$ cat src/rtl/t03_combat_resolver.sv
// -----------------------------------------------------------------------------
// t03_combat_resolver
//
// Purpose:
//   Resolves combat between two players. On each frame strobe it samples
//   both players' 2-bit action states, detects the rising start of an attack
//   (01 now, not 01 on the previous frame), applies damage to the opponent
//   (reduced when the opponent is blocking), tracks both health bars with
//   saturation at zero, and declares game over and the winner.
//
// Ports:
//   clk        in   1         system clock
//   rst        in   1         asynchronous active-high reset
//   finished   in   1         frame strobe; qualifies every state update
//   p1_state   in   2         P1 action: 00 rest, 01 attack, 10 block, 11 (rest)
//   p2_state   in   2         P2 action, same encoding
//   in_range   in   1         players close enough for an attack to connect
//   restart    in   1         new-round request, sampled with finished
//   p1_health  out  HEALTH_W  P1 remaining health
//   p2_health  out  HEALTH_W  P2 remaining health
//   p1_hit     out  1         one-cycle pulse: P1 took damage
//   p2_hit     out  1         one-cycle pulse: P2 took damage
//   game_over  out  1         round has ended
//   winner     out  2         00 none, 01 P1, 10 P2, 11 draw
// -----------------------------------------------------------------------------
module t03_combat_resolver #(
    parameter int unsigned         HEALTH_W       = 7,
    parameter logic [HEALTH_W-1:0] START_HEALTH   = 7'd100,
    parameter logic [HEALTH_W-1:0] ATTACK_DAMAGE  = 7'd10,
    parameter logic [HEALTH_W-1:0] BLOCKED_DAMAGE = 7'd2
) (
    input  logic                clk,
    input  logic                rst,
    input  logic                finished,
    input  logic [1:0]          p1_state,
    input  logic [1:0]          p2_state,
    input  logic                in_range,
    input  logic                restart,
    output logic [HEALTH_W-1:0] p1_health,
    output logic [HEALTH_W-1:0] p2_health,
    output logic                p1_hit,
    output logic                p2_hit,
    output logic                game_over,
    output logic [1:0]          winner
);

    typedef enum logic [1:0] {
        ACT_REST   = 2'b00,
        ACT_ATTACK = 2'b01,
        ACT_BLOCK  = 2'b10,
        ACT_ILLEGAL = 2'b11
    } action_e;

    typedef enum logic {
        S_PLAY,
        S_GAME_OVER
    } state_e;

    state_e                state_q, state_d;
    logic [1:0]            p1_prev_q, p1_prev_d;
    logic [1:0]            p2_prev_q, p2_prev_d;
    logic [HEALTH_W-1:0]   p1_health_q, p1_health_d;
    logic [HEALTH_W-1:0]   p2_health_q, p2_health_d;
    logic                  p1_hit_q, p1_hit_d;
    logic                  p2_hit_q, p2_hit_d;
    logic                  game_over_q, game_over_d;
    logic [1:0]            winner_q, winner_d;

    logic                  p1_atk_start;
    logic                  p2_atk_start;
    logic [HEALTH_W-1:0]   dmg_to_p1;
    logic [HEALTH_W-1:0]   dmg_to_p2;

    function automatic logic [HEALTH_W-1:0] sat_sub(
        input logic [HEALTH_W-1:0] h,
        input logic [HEALTH_W-1:0] d
    );
        return (h > d) ? (h - d) : '0;
    endfunction

    // Edge detect against the previous frame's sample so a held attack
    // lands only once. State 11 never matches attack or block.
    assign p1_atk_start = (p1_state == ACT_ATTACK) && (p1_prev_q != ACT_ATTACK);
    assign p2_atk_start = (p2_state == ACT_ATTACK) && (p2_prev_q != ACT_ATTACK);

    // Damage uses the opponent's current (pre-update) state, so simultaneous
    // attack starts resolve independently of each other.
    assign dmg_to_p2 = (p2_state == ACT_BLOCK) ? BLOCKED_DAMAGE : ATTACK_DAMAGE;
    assign dmg_to_p1 = (p1_state == ACT_BLOCK) ? BLOCKED_DAMAGE : ATTACK_DAMAGE;

    always_comb begin
        state_d     = state_q;
        p1_prev_d   = p1_prev_q;
        p2_prev_d   = p2_prev_q;
        p1_health_d = p1_health_q;
        p2_health_d = p2_health_q;
        p1_hit_d    = 1'b0;
        p2_hit_d    = 1'b0;
        game_over_d = game_over_q;
        winner_d    = winner_q;

        if (finished) begin
            p1_prev_d = p1_state;
            p2_prev_d = p2_state;

            if (restart) begin
                // Restart wins over any attack start on the same frame.
                state_d     = S_PLAY;
                p1_health_d = START_HEALTH;
                p2_health_d = START_HEALTH;
                game_over_d = 1'b0;
                winner_d    = 2'b00;
            end else if (state_q == S_PLAY) begin
                if (p1_atk_start && in_range) begin
                    p2_health_d = sat_sub(p2_health_q, dmg_to_p2);
                    p2_hit_d    = (p2_health_d != p2_health_q);
                end
                if (p2_atk_start && in_range) begin
                    p1_health_d = sat_sub(p1_health_q, dmg_to_p1);
                    p1_hit_d    = (p1_health_d != p1_health_q);
                end
                if ((p1_health_d == '0) || (p2_health_d == '0)) begin
                    state_d     = S_GAME_OVER;
                    game_over_d = 1'b1;
                    // bit1: P2 wins (P1 dead), bit0: P1 wins (P2 dead).
                    winner_d    = {p1_health_d == '0, p2_health_d == '0};
                end
            end
        end
    end

    always_ff @(posedge clk or posedge rst) begin
        if (rst) begin
            state_q     <= S_PLAY;
            p1_prev_q   <= 2'b00;
            p2_prev_q   <= 2'b00;
            p1_health_q <= START_HEALTH;
            p2_health_q <= START_HEALTH;
            p1_hit_q    <= 1'b0;
            p2_hit_q    <= 1'b0;
            game_over_q <= 1'b0;
            winner_q    <= 2'b00;
        end else begin
            state_q     <= state_d;
            p1_prev_q   <= p1_prev_d;
            p2_prev_q   <= p2_prev_d;
            p1_health_q <= p1_health_d;
            p2_health_q <= p2_health_d;
            p1_hit_q    <= p1_hit_d;
            p2_hit_q    <= p2_hit_d;
            game_over_q <= game_over_d;
            winner_q    <= winner_d;
        end
    end

    assign p1_health = p1_health_q;
    assign p2_health = p2_health_q;
    assign p1_hit    = p1_hit_q;
    assign p2_hit    = p2_hit_q;
    assign game_over = game_over_q;
    assign winner    = winner_q;

endmodule

$ cat config.mk
export PLATFORM = sky130hd
export DESIGN_NAME = t03_combat_resolver
export DESIGN_NICKNAME = d
export VERILOG_FILES = /design/src/rtl/t03_combat_resolver.sv
export SDC_FILE = /design/constraint.sdc
export NUM_CORES = 1
export LEC_CHECK = 0
export ABC_AREA = 1
export BUFFER_PORTS_ARGS = -buffer_cell sky130_fd_sc_hd__buf_2
export CAP_MARGIN = 10
export CORE_AREA = 10 10 74 82
export DETAILED_ROUTE_END_ITERATION = 10
export DIE_AREA = 0 0 84 92
export GPL_ROUTABILITY_DRIVEN = 0
export MAX_ROUTING_LAYER = met4
export SYNTH_ARGS = -nofsm -noshare
export SYNTH_HDL_FRONTEND = slang
export SYNTH_SLANG_ARGS = --single-unit
export TNS_END_PERCENT = 30
$ cat constraint.sdc
create_clock -name clk -period 1.9 [get_ports clk]
set_clock_uncertainty 0.1 [all_clocks]
set_input_delay 0.095 -clock clk [delete_from_list [all_inputs] [get_ports clk]]
set_output_delay 0.095 -clock clk [all_outputs]
set_load 0.01 [all_outputs]
==> results of run 1 <==
[final timing paths]
kind / start / to / depth (start not counted) / slack, ns
max: p2_health[3] / winner[1] / 15 / -0.11
min: finished / p2_prev_q[0] / 3 / 0.04
max reg2reg: p2_health[3] / winner[1] / 15 / -0.11
min reg2reg: p2_prev_q[0] / p2_prev_q[0] / 2 / 0.39
max in group asynchronous: rst / p1_health[6] / 4 / 1.09
min in group asynchronous: rst / p1_prev_q[1] / 4 / 0.31
[power by group through the flow]
stage                     Clock (mW)  Sequential (mW)  Combinational (mW)
final                          0.317            0.570               0.391
after CTS                      0.325            0.568               0.368
after global routing           0.350            0.575               0.438
after floorplan                    0            0.587               0.199
after detailed placement           0            0.578               0.361
after global placement             0            0.578               0.358
[cell families (layout without fill, tap and decap cells)]
logic type                 Yosys count  count (layout)  share of synthesized area, %
buffers and inverters               43             114                          9.65
and+or+nand+nor                    136             136                          38.7
DFF                                 24              24                          35.5
xor gates and xnor gates             2               2                          1.02
AOI/OAI and AO/OA                   27              27                          10.7
adders and majority gates            6               6                          4.39
[synthesized netlist by cell type (all sizes together), types with 2 or more instances]
cell type,n,area share (%)
nand2,73,18
inv,42,9.2
nor2,29,9.5
nand3,26,8.5
dfrtp,18,26
a21oi,8,3.2
o21ai,8,2.6
dfstp,6,9.2
ha,6,4.4
nand4,5,1.8
nor3,3,0.88
o211ai,3,1.3
o22ai,2,0.73
xnor2,2,1.0
[area by class of cell]
cell class                 count  area share (%)
clock buffer                   4            1.85
multi-input combinational    171            45.3
tap                           56            2.87
inverter                      42            6.47
sequential                    24            25.1
timing repair buffer          68            18.5
[flip-flops by register name, summed over array words and instances, names as in the netlist]
signal	flops
p2_hit	1
state_q	1
p1_prev_q	2
game_over	1
p2_health	7
p1_hit	1
winner	2
p1_health	7
p2_prev_q	2
[tightest hold or removal path, stage by stage]
cell	delay, ns
buf_2	0.16
nand2_1	0.07
nand2_1	0.05
[metal layers]
layer  global-route usage [%]  share of wire (%)
met1                     14.8                 45
met2                     20.9                 51
met3                     2.57                3.5
met4                     3.35               0.75
met5                        -                  0
[metrics by stage]
step	TNS, ns	power (mW)	instance area [µm²]	cells	worst slack (ns)
final	-0.560	1.28	2440	365	-0.115
after global routing	-1.44	1.36	2440	365	-0.276
after CTS	-0.371	1.26	2290	363	-0.106
after detailed placement	-0.435	0.939	2200	355	-0.123
after global placement	-0.363	0.936	2200	355	-0.0982
after floorplan	0	0.786	1740	238	0.000304
[repair_timing]
| action | in CTS | in global routing |
|---|---|---|
| endpoints found under the setup margin | 5 | 9 |
| buffers inserted | 1 | 2 |
| hold endpoints to repair | 20 | 0 |
| pin swaps | 2 | 23 |
| hold buffers | 3 | 0 |
| cloned | 0 | 0 |
| gates resized for setup | 0 | 31 |
==> metrics.txt, run 1 <==
Syn Nets=253; Worst-Margin Slew=0.409 ns; Crit path max-delay family=simple AND/OR/NAND/NOR gates; Seq/Total Area, Yosys=between 30 and 40%; gr ovfl total=0; commonest non-fill, non-tap cell in the layout=nand2_1; final antenna-violating net count=0; Root Driver=clkbuf_8; endpoints failing hold=0; number of I/O pins=28; Relative slew margins=72.6%; H-Tree Depth=1; Mapped Cells=238; asr flop ratio synth=100%; yosys warns=0; worst hold path type=primary input to register; Util after Layout=between 50% and 60%; critical path's slowest cell=dfrtp_2; Syn-to-layout area delta=42.4%; deepest clock path buffer count=2; RSZ-0062 raised after global routing=yes; per-cell routed wire length=13.2 µm; top_reg_cell synth=dfrtp_1; IO Port Bufs=27; Pwr Density=between 500 and 600 nW/µm²; first-pass GRT wire length=7960 µm; Peak VDD IR=221 µV; Post-synth EDFFs=0; Vias=1752; final worst setup slack=-0.115 ns; synthesized area per cell=7.19 µm²; Vias/cell=4.80; DRC viols=0; Final Max Tran Viols=0; P_sw=0.413 mW; Storage cell area=slightly above 600 µm²; Logic pwr share=a little under a third; synthesized flop and latch total=24; Rows=26; die width=84 µm; Clk pwr share=between 20% and 30%; violated checks=negative setup slack; Final nets=325; Worst Setup End Kind=register; Flop pwr share=44.6%; cell mode on critical path=nand2_4; data arrival time of the worst path=2.13 ns; Internal=0.865 mW; Net Sw Frac=roughly a third; TritonRoute pass-1 iters=4; Crit Path Max Fanout=5; layout cells sized above 1=44.7%; most frequent cells in the layout=nand2_1 (55), buf_4 (38), inv_1 (33), buf_2 (27), nand3_1 (17); pin count of the biggest net entering global routing=25; iteration-0 DRC count of the detailed router=about 60; Worst Path Class, Setup=register to register; initial antenna violation count=0; Reg clk slew, reported paths=0.09 ns; die area=between 7000 and 8000 µm²; fin crit share=106%; vias in the first global route=1769; Routed WL=4820 µm; area of the multi-input gates=1100 µm²; critical path's largest stage delay=0.46 ns; TritonCTS clock tree=done; Global Route Usage Sum=12.5%; cell area after synthesis=1710 µm²; Clock Sinks=24; Netlist cell types=32; Hold WS=0.0416 ns; LEAKAGE=around 1.3 nW; status=finished, violations left; minimum clock period=2.01 ns; fmax=496 MHz; sequence of cells on the critical path=ha_4 > inv_2 > nor2_4 > nand3_2 > nand2_4 > nand2_4 > nand2_4 > nand2_4 > nor2_4 > nor2_4 > nand2_2 > nand2_2 > nand2_4 > nand3_2 > nand2_2; die height=92 µm; antenna diode count=0; Req. time, crit path=around 2 ns; initial core utilization=38.1%; total CTS buffers=3; Crit path buffers/inverters=1; Clock Latency Late Sink=0.27 ns; Worst setup SP type=register; number of setup violations in the final report=6; DP HPWL=3710 µm; Filler cells=439; max-cap viol count=0; core region area=4490 µm²
Note: power is estimated with default switching activity, not from simulation.
==> inputs of run 2 (changes only) <==
Settings changed: REMOVE_ABC_BUFFERS set to 1.
==> run 2 against run 1 <==
  * Critical path type unchanged
  * Setup slack improved by 0.011 ns
  * Register-to-register slack about the same
  * The run still ends with negative setup slack left
  * First-iteration DRC count decreased by 17%
  * Largest cell class unchanged
  * Utilization decreased by 0.084 points
  * Sequential cell count unchanged
  * Highest routed layer unchanged
  * Via count decreased by 1.5%
  * Total power increased by 2.6%
  * Sequential share of layout area about the same
==> metrics.txt, run 2 (same netlist as run 1, synthesis figures left out) <==
layout cells sized above 1=46.6% (+1.9 points); fmax=499 MHz (+0.53%); Hold WS=0.0345 ns (-0.00707 ns); fin crit share=105% (-0.56 points); Clock Latency Late Sink=0.27 ns (about the same); most frequent cells in the layout=nand2_1 (53), buf_4 (36), inv_1 (31), buf_2 (27); iteration-0 DRC count of the detailed router=49 (-17%); Clk pwr share=26.9% (+2.1 points); status=finished, violations left; Net Sw Frac=31.4% (-0.90 points); Syn-to-layout area delta=42.2%; Root Driver=clkbuf_8; H-Tree Depth=1 (unchanged); Worst-Margin Slew=0.428 ns (+0.0190 ns); Routed WL=4770 µm (-1.1%); Placed Cells=354 (-0.28%); Flop pwr share=43.1% (-1.5 points); TritonRoute pass-1 iters=4 (unchanged); Final Total Pwr=1.31 mW (+2.6%); die height=92 µm (unchanged); initial core utilization=38.1% (unchanged); pre-CTS WS=-0.134 ns (-0.0116 ns); Reg clk slew, reported paths=0.09 ns (about the same); Worst Setup End Kind=register; Final nets=325 (unchanged); pin count of the biggest net entering global routing=25 (unchanged); data arrival time of the worst path=2.12 ns (about the same); TritonCTS clock tree=done; vias in the first global route=1784 (+0.85%); total CTS buffers=3 (unchanged); gr ovfl total=0 (unchanged); number of I/O pins=28 (unchanged); die width=84 µm (unchanged); DP HPWL=3690 µm (-0.59%); deepest clock path buffer count=2 (unchanged); Filler cells=432 (-1.6%); Placed Area=2160 µm² (-1.8%); Clock Sinks=24 (unchanged); DRC viols=0 (unchanged); Vias=1726 (-1.5%); max-cap viol count=0 (unchanged); number of setup violations in the final report=4 (-2); RSZ-0062 raised after global routing=yes; Vias/cell=4.73 (-1.5%); worst hold path type=primary input to register; IO Port Bufs=27 (unchanged); Req. time, crit path=2.01 ns (about the same); first-pass GRT wire length=8060 µm (+1.2%); initial antenna violation count=0 (unchanged); final worst setup slack=-0.104 ns (+0.0106 ns); commonest non-fill, non-tap cell in the layout=nand2_1; violated checks=negative setup slack; Global Route Usage Sum=12.6% (+0.13 points); endpoints failing hold=0 (unchanged); Rows=26 (unchanged); die area=7730 µm² (unchanged); Final Max Tran Viols=0 (unchanged); Worst Path Class, Setup=register to register; Crit Path Max Fanout=5 (unchanged); cell area after layout=2430 µm² (-0.15%); minimum clock period=2.00 ns (-0.0106 ns); Pwr Density=539 nW/µm² (+2.8%); Relative slew margins=71.3% (-1.3 points); Util after Layout=54.2% (-0.084 points); Internal=0.899 mW (+4.0%); fin cells=365 (unchanged); final antenna-violating net count=0 (unchanged); Peak VDD IR=327 µV (+48%); antenna diode count=0 (unchanged); setup_tns=-0.361 ns (+0.199 ns); per-cell routed wire length=13.1 µm (-1.1%); P_sw=0.412 mW (-0.23%); LEAKAGE=1.27 nW (+0.87%); Worst setup SP type=register; core region area=4490 µm² (unchanged); Logic pwr share=29.9% (-0.7 points)
## run 2: cell counts in the layout (fill, tap and decap cells not counted)
No cell type changed its count.
## run 2: worst paths after layout
kind / start / endpoint / slack [ns] / cells past startpoint
setup / recovery: p2_health[3] / game_over / -0.10 / 15
hold / removal: finished / p2_prev_q[0] / 0.03 / 3
setup reg to reg: p2_health[3] / game_over / -0.10 / 15
hold reg to reg: p1_prev_q[0] / p1_prev_q[0] / 0.38 / 2
max in group asynchronous: rst / p1_health[5] / 1.10 / 4
min in group asynchronous: rst / p2_health[3] / 0.30 / 4
## run 2: area by class of cell
type                    count  area [µm²]  share of cell area [%]
clock buffers               4        55.1                    2.26
inverters                  42         158                    6.48
flip-flops and latches     24         611                    25.1
repair buffers             68         458                    18.8
well taps                  56        70.1                    2.88
multi-input cells         171        1080                    44.5
## run 2: power by group through the flow
stage / logic, mW / clock network (mW) / registers [mW]
global route: 0.444 / 0.389 / 0.570
floorplan: 0.192 / 0 / 0.586
CTS: 0.375 / 0.363 / 0.565
global placement: 0.352 / 0 / 0.573
finish: 0.392 / 0.353 / 0.566
detailed placement: 0.355 / 0 / 0.574
## run 2: metal layers
| layer | track usage, % | share of wire (%) | vias to the layer above |
|---|---|---|---|
| met1 | 14.8 | 46 | 791 |
| met4 | 3.91 | 1.2 | 0 |
| li1 | - | - | 903 |
| met2 | 21.5 | 50 | 26 |
| met3 | 2.04 | 2.9 | 6 |
| met5 | - | 0 | - |
## run 2: critical path, cell delays in order, from the launching register on
cell and delay, ns:
dfrtp_2 0.45, ha_4 0.30, inv_2 0.03, nor2_1 0.07, nand3_1 0.09, nand2_2 0.15
nand2_4 0.07, nand2_4 0.09, nand2_2 0.07, nor2_4 0.14, nor2_4 0.05, nand2_2 0.05
nand2_2 0.08, nand2_4 0.08, nand3_2 0.06, nand2_1 0.07
## run 2: timing repair
| action | in CTS | in global routing |
|---|---|---|
| pin swaps | 5 | 19 |
| buffers inserted | 2 | 2 |
| endpoints found under the hold margin | 20 | 0 |
| hold buffers | 3 | 0 |
| gates resized for setup | 9 | 30 |
| endpoints found under the setup margin | 4 | 9 |
==> inputs of run 3 (changes only) <==
Settings changed: CORE_AREA 10 10 74 82 to 2 2 66 74, DIE_AREA 0 0 84 92 to 0 0 68 76.
==> run 3 against run 2 <==
  * The flow still finishes with violations (negative setup slack)
  * Die area shrank 33%
  * Clock-buffer cell count is the same
  * Wire length shrank 5.7%
  * Worst hold slack gained 0.0095 ns
  * Sequential share of layout area shrank 0.090 points
  * Clock power shrank 1%
  * Setup slack lost 0.055 ns
  * Sequential power is essentially flat
  * Final cell count grew 0.27%
  * Via count grew 2.3%
  * Critical path depth shrank 3
  * Global-route usage grew 6.2 points
==> metrics.txt, run 3 (same netlist as run 1, synthesis figures left out) <==
Routed WL=4500 µm (-5.7%); Worst Setup End Kind=register; die height=76 µm (-17%); DRC viols=0 (unchanged); DR top layer=met4; H-Tree Depth=1 (unchanged); DP HPWL=3370 µm (-8.8%); Worst Hold End=p2_prev_q[0]; reg2reg end=winner[1]; Worst setup SP type=register; minimum clock period=2.06 ns (+0.0550 ns); Clock Latency Late Sink=0.26 ns (about the same); fmax=486 MHz (-2.7%); Root Driver=clkbuf_8; RSZ-0062 raised after global routing=yes; Worst Path Class, Setup=register to register; die width=68 µm (-19%); Hold Path Stages=3 (unchanged); status=finished, violations left; internal reg-to-reg setup slack=-0.16 ns (-0.05 ns); core region area=4490 µm² (unchanged); pin count of the biggest net entering global routing=25 (unchanged); max-cap viol count=0 (unchanged); endpoints failing hold=0 (unchanged); Global Route Usage Sum=18.8% (+6.2 points); final worst setup slack=-0.159 ns (-0.0550 ns); Final Max Tran Viols=0 (unchanged); data arrival time of the worst path=2.12 ns (about the same); pre-CTS WS=-0.147 ns (-0.0129 ns); Crit Path Max Fanout=4 (-1); R2R Path Start=p2_health[3]; deepest clock path buffer count=2 (unchanged); commonest non-fill, non-tap cell in the layout=nand2_1; per-cell routed wire length=12.3 µm (-6.0%); vias in the first global route=1747 (-2.1%); Filler cells=434 (+0.46%); HP Start=finished; iteration-0 DRC count of the detailed router=36 (-27%); Vias/cell=4.83 (+2.0%); most frequent cells in the layout=nand2_1 (58), buf_4 (39), inv_1 (34), buf_2 (27), nand3_1 (18); Pwr Density=537 nW/µm² (-0.40%); Peak VDD IR=271 µV (-17%); Final nets=326 (+0.31%); Syn-to-layout area delta=42.7%; Reg2Reg Depth=12 (-3); final antenna-violating net count=0 (unchanged); Relative slew margins=73.4% (+2.1 points); met1 WL=2020 µm (-8.6%); Reg clk slew, reported paths=0.09 ns (about the same); number of setup violations in the final report=6 (+2); initial antenna violation count=0 (unchanged); Rows=26 (unchanged); TritonRoute pass-1 iters=4 (unchanged); WL met3=92 µm (-33%); IO Port Bufs=27 (unchanged); violated checks=negative setup slack; LEAKAGE=1.25 nW (-1.6%); Vias=1766 (+2.3%); Met2 Wirelength=2350 µm (-0.76%); TritonCTS clock tree=done; Clock Sinks=24 (unchanged); first-pass GRT wire length=7540 µm (-6.4%); worst hold path type=primary input to register; layout cells sized above 1=42.9% (-3.7 points); total CTS buffers=3 (unchanged); antenna diode count=0 (unchanged); fin crit share=108% (+2.9 points); initial core utilization=38.1% (unchanged); die area=5170 µm² (-33%); Util after Layout=54.4% (+0.20 points); number of I/O pins=28 (unchanged); gr ovfl total=0 (unchanged); Req. time, crit path=1.96 ns (-0.05 ns); Worst-Margin Slew=0.398 ns (-0.0307 ns)
## run 3: cell types whose count changed in the layout (fill, tap and decap cells not counted), moves of 3 or more
| cell | before | now |
|---|---|---|
| nand2_1 | 53 | 58 |
| nor2_1 | 11 | 14 |
| inv_2 | 11 | 8 |
| nor2_2 | 13 | 10 |
| inv_1 | 31 | 34 |
| nand2_2 | 17 | 11 |
| nand3_2 | 9 | 6 |
| buf_4 | 36 | 39 |
## run 3: final cells by class
class,count,area (µm²),share of cell area [%]
Tap cell,56,70.1,2.87
Multi-Input combinational cell,171,1090,44.7
Inverter,42,158,6.45
Clock buffer,4,55.1,2.25
Timing Repair Buffer,69,458,18.8
Sequential cell,24,611,25.0
## run 3: worst max path at each step
stage,slack [ns],end,startpoint
floorplan,-0.01,game_over,p1_health[3]
global route,-0.27,winner[0],p2_health[3]
detailed placement,-0.15,game_over,p2_health[3]
global placement,-0.14,winner[0],p2_state[1]
finish,-0.16,winner[1],p2_health[3]
CTS,-0.08,winner[0],p2_health[3]
## run 3: critical path: stages (launching register included)
cell	delay, ns
dfrtp_2	0.46
ha_4	0.29
nand2_1	0.06
nor2_1	0.14
nand2_2	0.12
nand4_1	0.14
nand4_1	0.13
nor2_2	0.15
nand2_1	0.08
nand2_2	0.11
nand2_4	0.07
nand3_2	0.06
nand2_1	0.06
## run 3: where the power goes
part | internal (mW) | leakage [nW] | switching, mW
clock | 0.185 | 0.0288 | 0.164
sequential | 0.545 | 0.303 | 0.0204
combinational | 0.175 | 0.914 | 0.222
total | 0.905 | 1.25 | 0.406
## run 3: timing repair
action | CTS | global route
setup endpoints to repair | 4 | 6
hold endpoints to repair | 20 | 0
gates cloned | 0 | 0
gates resized for setup | 7 | 22
hold buffers | 3 | 0
pin swaps | 2 | 15
buffers inserted | 1 | 6
## run 3: stage by stage
step | cell area [µm²] | instances | setup TNS, ns | power [mW] | hold WS [ns]
4_1_cts | 2290 | 360 | -0.275 | 1.30 | 0.0468
3_3_place_gp | 2150 | 352 | -0.537 | 0.923 | 0.0624
2_1_floorplan | 1700 | 237 | -0.0319 | 0.777 | 0.00517
3_5_place_dp | 2150 | 352 | -0.519 | 0.926 | 0.0635
5_1_grt | 2440 | 366 | -1.32 | 1.41 | 0.0465
6_report | 2440 | 366 | -0.608 | 1.31 | 0.0440
## run 3: routing by layer
metal | vias to the layer above | track usage, %
met3 | 4 | 1.92
met4 | 0 | 4.40
li1 | 900 | -
met1 | 835 | 24.1
met2 | 27 | 31.6
met5 | - | -
